--- src/rtl/rom_fetch_bridge_if.sv ---
// Signal bundle between the mapper ROM mux, rom_fetch_bridge and the SDRAM arbiter read port.
// The bridge is the slave. The master modport is the environment: the mapper mux plus the arbiter.
interface rom_fetch_bridge_if #(
  parameter int unsigned ADDR_W = 24,
  parameter int unsigned DATA_W = 16
);
  logic [ADDR_W-1:0] rom_addr;
  logic              rom_ce_n;
  logic              rom_oe_n;
  logic              rom_word;
  logic              invalidate;
  logic [DATA_W-1:0] rom_q;
  logic              busy;
  logic              mem_req;
  logic [ADDR_W-1:0] mem_addr;
  logic              mem_ack;
  logic [DATA_W-1:0] mem_rdata;

  modport slave (
    input  rom_addr, rom_ce_n, rom_oe_n, rom_word, invalidate, mem_ack, mem_rdata,
    output rom_q, busy, mem_req, mem_addr
  );

  modport master (
    output rom_addr, rom_ce_n, rom_oe_n, rom_word, invalidate, mem_ack, mem_rdata,
    input  rom_q, busy, mem_req, mem_addr
  );
endinterface

--- src/rtl/rom_fetch_bridge.sv ---
// Turns muxed mapper ROM reads into word-aligned req/ack memory reads behind a tagged word buffer.
// Define ROM_PREFETCH_EN to add a second entry that prefetches the next word after each demand fill.
module rom_fetch_bridge #(
  parameter int unsigned ADDR_W = 24,
  parameter int unsigned DATA_W = 16
) (
  input  logic              mclk,
  input  logic              rst_n,
  rom_fetch_bridge_if.slave bus
);
  localparam int unsigned TAG_W = ADDR_W - 1;

  if (DATA_W != 16) begin : g_bad_data_w
    $error("rom_fetch_bridge: DATA_W must be 16");
  end

`ifdef ROM_PREFETCH_EN
  typedef enum logic [1:0] {ST_IDLE, ST_WAIT, ST_PREFETCH} state_t;
`else
  typedef enum logic {ST_IDLE, ST_WAIT} state_t;
`endif

  state_t            state_q, state_d;
  logic              mem_req_q, mem_req_d;
  logic [ADDR_W-1:0] mem_addr_q, mem_addr_d;
  logic [TAG_W-1:0]  req_tag_q, req_tag_d;
  logic              discard_q, discard_d;
  logic              buf_valid_q, buf_valid_d;
  logic [TAG_W-1:0]  buf_tag_q, buf_tag_d;
  logic [DATA_W-1:0] buf_data_q, buf_data_d;

  logic              active;
  logic              hit;
  logic              pf_hit;
  logic              fill_ok;
  logic [TAG_W-1:0]  tag;
  logic [DATA_W-1:0] src_data;
  logic [7:0]        sel_byte;

  assign active  = ~bus.rom_ce_n & ~bus.rom_oe_n;
  assign tag     = bus.rom_addr[ADDR_W-1:1];
  assign hit     = buf_valid_q & (buf_tag_q == tag);
  // A fill is kept only if no invalidate arrived while it was in flight.
  assign fill_ok = ~(discard_q | bus.invalidate);

`ifdef ROM_PREFETCH_EN
  logic              pf_valid_q, pf_valid_d;
  logic [TAG_W-1:0]  pf_tag_q, pf_tag_d;
  logic [DATA_W-1:0] pf_data_q, pf_data_d;
  logic              pf_arm_q, pf_arm_d;
  logic [TAG_W-1:0]  next_tag;

  assign pf_hit   = pf_valid_q & (pf_tag_q == tag);
  assign next_tag = buf_tag_q + TAG_W'(1);
  // A prefetch hit is served straight from the pf entry during the cycle it is promoted.
  assign src_data = (~hit & pf_hit) ? pf_data_q : buf_data_q;
`else
  assign pf_hit   = 1'b0;
  assign src_data = buf_data_q;
`endif

  assign sel_byte     = bus.rom_addr[0] ? src_data[15:8] : src_data[7:0];
  assign bus.rom_q    = bus.rom_word ? src_data : {sel_byte, sel_byte};
  assign bus.busy     = rst_n & ((active & ~(hit | pf_hit)) | (state_q != ST_IDLE));
  assign bus.mem_req  = mem_req_q;
  assign bus.mem_addr = mem_addr_q;

  // Next-state and buffer update logic
  always_comb begin
    state_d     = state_q;
    mem_req_d   = mem_req_q;
    mem_addr_d  = mem_addr_q;
    req_tag_d   = req_tag_q;
    discard_d   = discard_q;
    buf_valid_d = buf_valid_q;
    buf_tag_d   = buf_tag_q;
    buf_data_d  = buf_data_q;
`ifdef ROM_PREFETCH_EN
    pf_valid_d  = pf_valid_q;
    pf_tag_d    = pf_tag_q;
    pf_data_d   = pf_data_q;
    pf_arm_d    = pf_arm_q;
`endif

    case (state_q)
      ST_IDLE: begin
        discard_d = 1'b0;
        if (active && !hit && !pf_hit) begin
          mem_req_d  = 1'b1;
          mem_addr_d = {tag, 1'b0};
          req_tag_d  = tag;
          state_d    = ST_WAIT;
        end
`ifdef ROM_PREFETCH_EN
        else if (active && !hit) begin
          buf_valid_d = 1'b1;
          buf_tag_d   = pf_tag_q;
          buf_data_d  = pf_data_q;
          pf_valid_d  = 1'b0;
          pf_arm_d    = 1'b1;
        end else if (pf_arm_q && !bus.invalidate) begin
          mem_req_d  = 1'b1;
          mem_addr_d = {next_tag, 1'b0};
          req_tag_d  = next_tag;
          pf_arm_d   = 1'b0;
          state_d    = ST_PREFETCH;
        end
`endif
        if (bus.invalidate) begin
          buf_valid_d = 1'b0;
`ifdef ROM_PREFETCH_EN
          pf_valid_d  = 1'b0;
          pf_arm_d    = 1'b0;
`endif
        end
      end

      ST_WAIT: begin
        if (bus.invalidate) begin
          discard_d   = 1'b1;
          buf_valid_d = 1'b0;
`ifdef ROM_PREFETCH_EN
          pf_valid_d  = 1'b0;
`endif
        end
        if (bus.mem_ack) begin
          buf_data_d  = bus.mem_rdata;
          buf_tag_d   = req_tag_q;
          buf_valid_d = fill_ok;
          mem_req_d   = 1'b0;
          discard_d   = 1'b0;
          state_d     = ST_IDLE;
`ifdef ROM_PREFETCH_EN
          pf_arm_d    = fill_ok;
`endif
        end
      end

`ifdef ROM_PREFETCH_EN
      ST_PREFETCH: begin
        if (bus.invalidate) begin
          discard_d   = 1'b1;
          buf_valid_d = 1'b0;
          pf_valid_d  = 1'b0;
        end
        if (bus.mem_ack) begin
          pf_data_d  = bus.mem_rdata;
          pf_tag_d   = req_tag_q;
          pf_valid_d = fill_ok;
          mem_req_d  = 1'b0;
          discard_d  = 1'b0;
          state_d    = ST_IDLE;
        end
      end
`endif

      default: state_d = ST_IDLE;
    endcase
  end

  // State and buffer registers
  always_ff @(posedge mclk or negedge rst_n) begin
    if (!rst_n) begin
      state_q     <= ST_IDLE;
      mem_req_q   <= 1'b0;
      mem_addr_q  <= '0;
      req_tag_q   <= '0;
      discard_q   <= 1'b0;
      buf_valid_q <= 1'b0;
      buf_tag_q   <= '0;
      buf_data_q  <= '0;
`ifdef ROM_PREFETCH_EN
      pf_valid_q  <= 1'b0;
      pf_tag_q    <= '0;
      pf_data_q   <= '0;
      pf_arm_q    <= 1'b0;
`endif
    end else begin
      state_q     <= state_d;
      mem_req_q   <= mem_req_d;
      mem_addr_q  <= mem_addr_d;
      req_tag_q   <= req_tag_d;
      discard_q   <= discard_d;
      buf_valid_q <= buf_valid_d;
      buf_tag_q   <= buf_tag_d;
      buf_data_q  <= buf_data_d;
`ifdef ROM_PREFETCH_EN
      pf_valid_q  <= pf_valid_d;
      pf_tag_q    <= pf_tag_d;
      pf_data_q   <= pf_data_d;
      pf_arm_q    <= pf_arm_d;
`endif
    end
  end
endmodule
--- src/flat_wrapper.sv ---
// flat-port wrapper written by rule: the top's interface ports become plain ports
module rom_fetch_bridge_flat 
#(
  parameter int unsigned ADDR_W = 24,
  parameter int unsigned DATA_W = 16
)
  (mclk, rst_n, bus_rom_addr, bus_rom_ce_n, bus_rom_oe_n, bus_rom_word, bus_invalidate, bus_mem_ack, bus_mem_rdata, bus_rom_q, bus_busy, bus_mem_req, bus_mem_addr);
  rom_fetch_bridge_if #(.ADDR_W(ADDR_W), .DATA_W(DATA_W)) bus_i ();
  input  logic mclk;
  input  logic rst_n;
  input wire logic [$bits(bus_i.rom_addr)-1:0] bus_rom_addr;
  input wire logic [$bits(bus_i.rom_ce_n)-1:0] bus_rom_ce_n;
  input wire logic [$bits(bus_i.rom_oe_n)-1:0] bus_rom_oe_n;
  input wire logic [$bits(bus_i.rom_word)-1:0] bus_rom_word;
  input wire logic [$bits(bus_i.invalidate)-1:0] bus_invalidate;
  input wire logic [$bits(bus_i.mem_ack)-1:0] bus_mem_ack;
  input wire logic [$bits(bus_i.mem_rdata)-1:0] bus_mem_rdata;
  output wire logic [$bits(bus_i.rom_q)-1:0] bus_rom_q;
  output wire logic [$bits(bus_i.busy)-1:0] bus_busy;
  output wire logic [$bits(bus_i.mem_req)-1:0] bus_mem_req;
  output wire logic [$bits(bus_i.mem_addr)-1:0] bus_mem_addr;
  assign bus_i.rom_addr = bus_rom_addr;
  assign bus_i.rom_ce_n = bus_rom_ce_n;
  assign bus_i.rom_oe_n = bus_rom_oe_n;
  assign bus_i.rom_word = bus_rom_word;
  assign bus_i.invalidate = bus_invalidate;
  assign bus_i.mem_ack = bus_mem_ack;
  assign bus_i.mem_rdata = bus_mem_rdata;
  assign bus_rom_q = bus_i.rom_q;
  assign bus_busy = bus_i.busy;
  assign bus_mem_req = bus_i.mem_req;
  assign bus_mem_addr = bus_i.mem_addr;
  rom_fetch_bridge #(.ADDR_W(ADDR_W), .DATA_W(DATA_W)) u_core (.mclk(mclk), .rst_n(rst_n), .bus(bus_i));
endmodule
--- config.mk ---
export PLATFORM = sky130hd
export DESIGN_NAME = rom_fetch_bridge_flat
export DESIGN_NICKNAME = d
export VERILOG_FILES = /design/src/rtl/rom_fetch_bridge_if.sv /design/src/rtl/rom_fetch_bridge.sv /design/src/flat_wrapper.sv
export SDC_FILE = /design/constraint.sdc
export NUM_CORES = 1
export LEC_CHECK = 0
export CORE_MARGIN = 2
export CORE_UTILIZATION = 51
export DETAILED_ROUTE_END_ITERATION = 8
export PLACE_DENSITY = 0.85
export SLEW_MARGIN = 5
export SYNTH_ARGS = -nofsm -noshare
export SYNTH_HDL_FRONTEND = slang
export SYNTH_SLANG_ARGS = --single-unit
export TNS_END_PERCENT = 50
--- constraint.sdc ---
create_clock -name mclk -period 4.15 [get_ports mclk]
set_input_delay 0.83 -clock mclk [delete_from_list [all_inputs] [get_ports mclk]]
set_output_delay 0.83 -clock mclk [all_outputs]
set_load 0.1 [all_outputs]
==> out/metrics.cfg <==
[outcome]
status = finished, final reports clean

[cells_and_area]
fillers = 421
nets = 342
syn_to_final_growth_pct = 35.8
drive_gt1_share_pct = 39.0
insertedDiodeCount = 0

[routing]
via_per_inst = 5.08
vias = 1905
ant_nets = 0
avgRoutedWirePerCell_um = 16.0
detail_route.first_pass.iterations = 4
drt_iter0_drc = 52
drc = 0
drt_wl_total_um = 6000

[cts]
cts_buffers = 9
htree_levels = 3
cts_resized = 0
insertion_delay_ps = 340
post-cts-setup-buffer-count = 0
cts_root_buf = clkbuf_8
cts_sinks = 66
tritoncts = done
clockBufferDepth = 2
clkTransAtPathRegs_ps = 60
holdBufCountCts = 0

[synthesis]
syn-num-nets = 250
synth_cell_types = 23
avgSynthCellArea_um2 = 14.9
synth_common_cells = 66 x dfrtp_1, 59 x mux2_2, 22 x xor2_1
yosysMostFrequentCell = dfrtp_1
syn_area_um2 = 3030
synth_ff_type = dfrtp_1
yosysSeqAreaShare_pct = 54.6
syn_inst = 203
synth_top_area_share_pct = 54.6
ys_seq_elements = 66
synth_top_cell_by_area = dfrtp_1
yosysWarnings = 0
netlist_top_cells_area = dfrtp_1 55%, mux2_2 22%, mux2_4 9.4%
synth_edf_count = 0
async_reset_ff_share_pct = 100

[timing]
finalCriticalPeriod_ps = 3370
clock_skew_ps = 7.75
max_freq_ghz = 0.297
finalHoldViolCount = 0
tightest_slew_ps = 1020
fin_ws_ps = 784
fin_crit_sh_pct = 81.1
relSlewSlack_pct = 32.0
drv_slew = 0
rsz0062_at_grt = no
tns_ps = 0
finalSetupViolations = 0
fin_hold_ws_ps = 299

[critical_path]
crit_slowest_cell = clkdlybuf4s50_1
arrival_ps = 2540
required_ps = 3320
worstSetupPathType = in2out
start_kind = input pin
regToRegSetupSlack_ps = 1930
worstSetupEndpointType = primary output
slowest_delay_ps = 430
path_delay_family = simple AND/OR/NAND/NOR gates
crit_fanout = 2
path_buf_inv = 2
path_cells = clkdlybuf4s50_1 -> xor2_1 -> nor4_1 -> nand4_1 -> nor2_1 -> o21ai_1 -> buf_4

[floorplan]
core_region_area_um2 = 5820
die_area_um2 = 6570
row_count = 28
ios = 89
start_util_pct = 52.0
dieHeight_um = 81.0
die_w_um = 81.0

[global_routing]
antenna_found_initial = 0
track_usage_pct = 19.3
grt_pass1_vias = 1891
grt_max_degree = 65
overflow = 0
grt_pass1_wl_um = 9200

[placed_design]
port_buffers = 87
detailed_place_hpwl_um = 4130
routabilityCongestion = 0.744
pre_cts_ws_ps = 762

[power]
max-vdd-ir-drop_mv = 0.426
power_density_nw_per_um2 = 712
p_leak_nw = 1.80

[flow_run]
drv_cap = 0

[worst_hold_path]
hp-class = in2async

-- per-layer routing --
metal	vias to the layer above	share of wire [%]	global-route usage (%)
li1	901	-	-
met1	942	44	25.0
met2	53	49	30.3
met3	9	4.6	4.11
met4	0	2.2	10.7
met5	-	0	0
-- logic make-up after synthesis --
kind of cell              Yosys count  synth area share (%)
muxes                              78                  31.4
DFF                                66                  54.6
xor gates and xnor gates           23                  6.66
and+or+nand+nor                    21                  3.64
buffers and inverters               9                  2.56
AOI/OAI and AO/OA                   5                  1.07
other                               1                 0.124
-- cell usage in the layout (no fill, tap or decap) --
cell type and n:
xor2_1 22, nand2_1 2, conb_1 1, buf_2 1, nor2b_1 1, nand2_2 1
o21ai_1 1, or3_1 1, o21ba_1 1, bufinv_16 2, nor4_2 1, nand4_1 2
o21ai_0 1, clkinv_2 4, nor4_1 4, a21oi_1 1, xnor2_1 1, clkbuf_8 10
a21o_1 1, clkdlybuf4s50_1 69, mux2_2 59, nor2_1 8, dfrtp_1 66, mux2_4 19
buf_4 20, nand2b_1 1
-- cell type report --
type / count / area (µm²) / share of cell area [%]
clock inverters: 6 / 80.1 / 1.95
clock buffers: 10 / 138 / 3.35
multi-input cells: 128 / 1300 / 31.6
flip-flops and latches: 66 / 1650 / 40.2
repair buffers: 90 / 846 / 20.6
well taps: 75 / 93.8 / 2.28
-- path summary, 6_finish.rpt --
check / cells past startpoint / end / from
max in group asynchronous: 2 / u_core.req_tag_q[0] / rst_n
hold / removal: 1 / u_core.buf_data_q[4] / rst_n
hold reg to reg: 1 / u_core.bus.mem_req / u_core.bus.mem_req
setup / recovery: 7 / bus_busy / bus_rom_addr[10]
setup reg to reg: 6 / u_core.req_tag_q[16] / u_core.buf_tag_q[9]
min in group mclk: 1 / u_core.bus.mem_req / u_core.bus.mem_req
-- sequential cells by signal, summed over array words and instances, names as in the netlist --
signal / cells
u_core.buf_tag_q: 23
u_core.discard_q: 1
u_core.state_q: 1
u_core.buf_valid_q: 1
u_core.bus.mem_req: 1
u_core.buf_data_q: 16
u_core.req_tag_q: 23
-- power breakdown --
| part | internal [mW] | leakage (nW) | switching [mW] |
|---|---|---|---|
| logic | 0.439 | 0.901 | 0.933 |
| registers | 0.837 | 0.783 | 0.136 |
| clock network | 0.350 | 0.116 | 0.233 |
-- through the flow --
stage	instances	utilization, %	area [µm²]	total power, mW
2_1_floorplan	203	-	3030	2.05
3_3_place_gp	359	66.9	3890	2.33
3_5_place_dp	359	66.9	3890	2.36
4_1_cts	375	70.7	4110	2.95
5_1_grt	375	70.7	4110	3.05
6_report	375	70.7	4110	2.93
(Power assumes the default switching activity.)
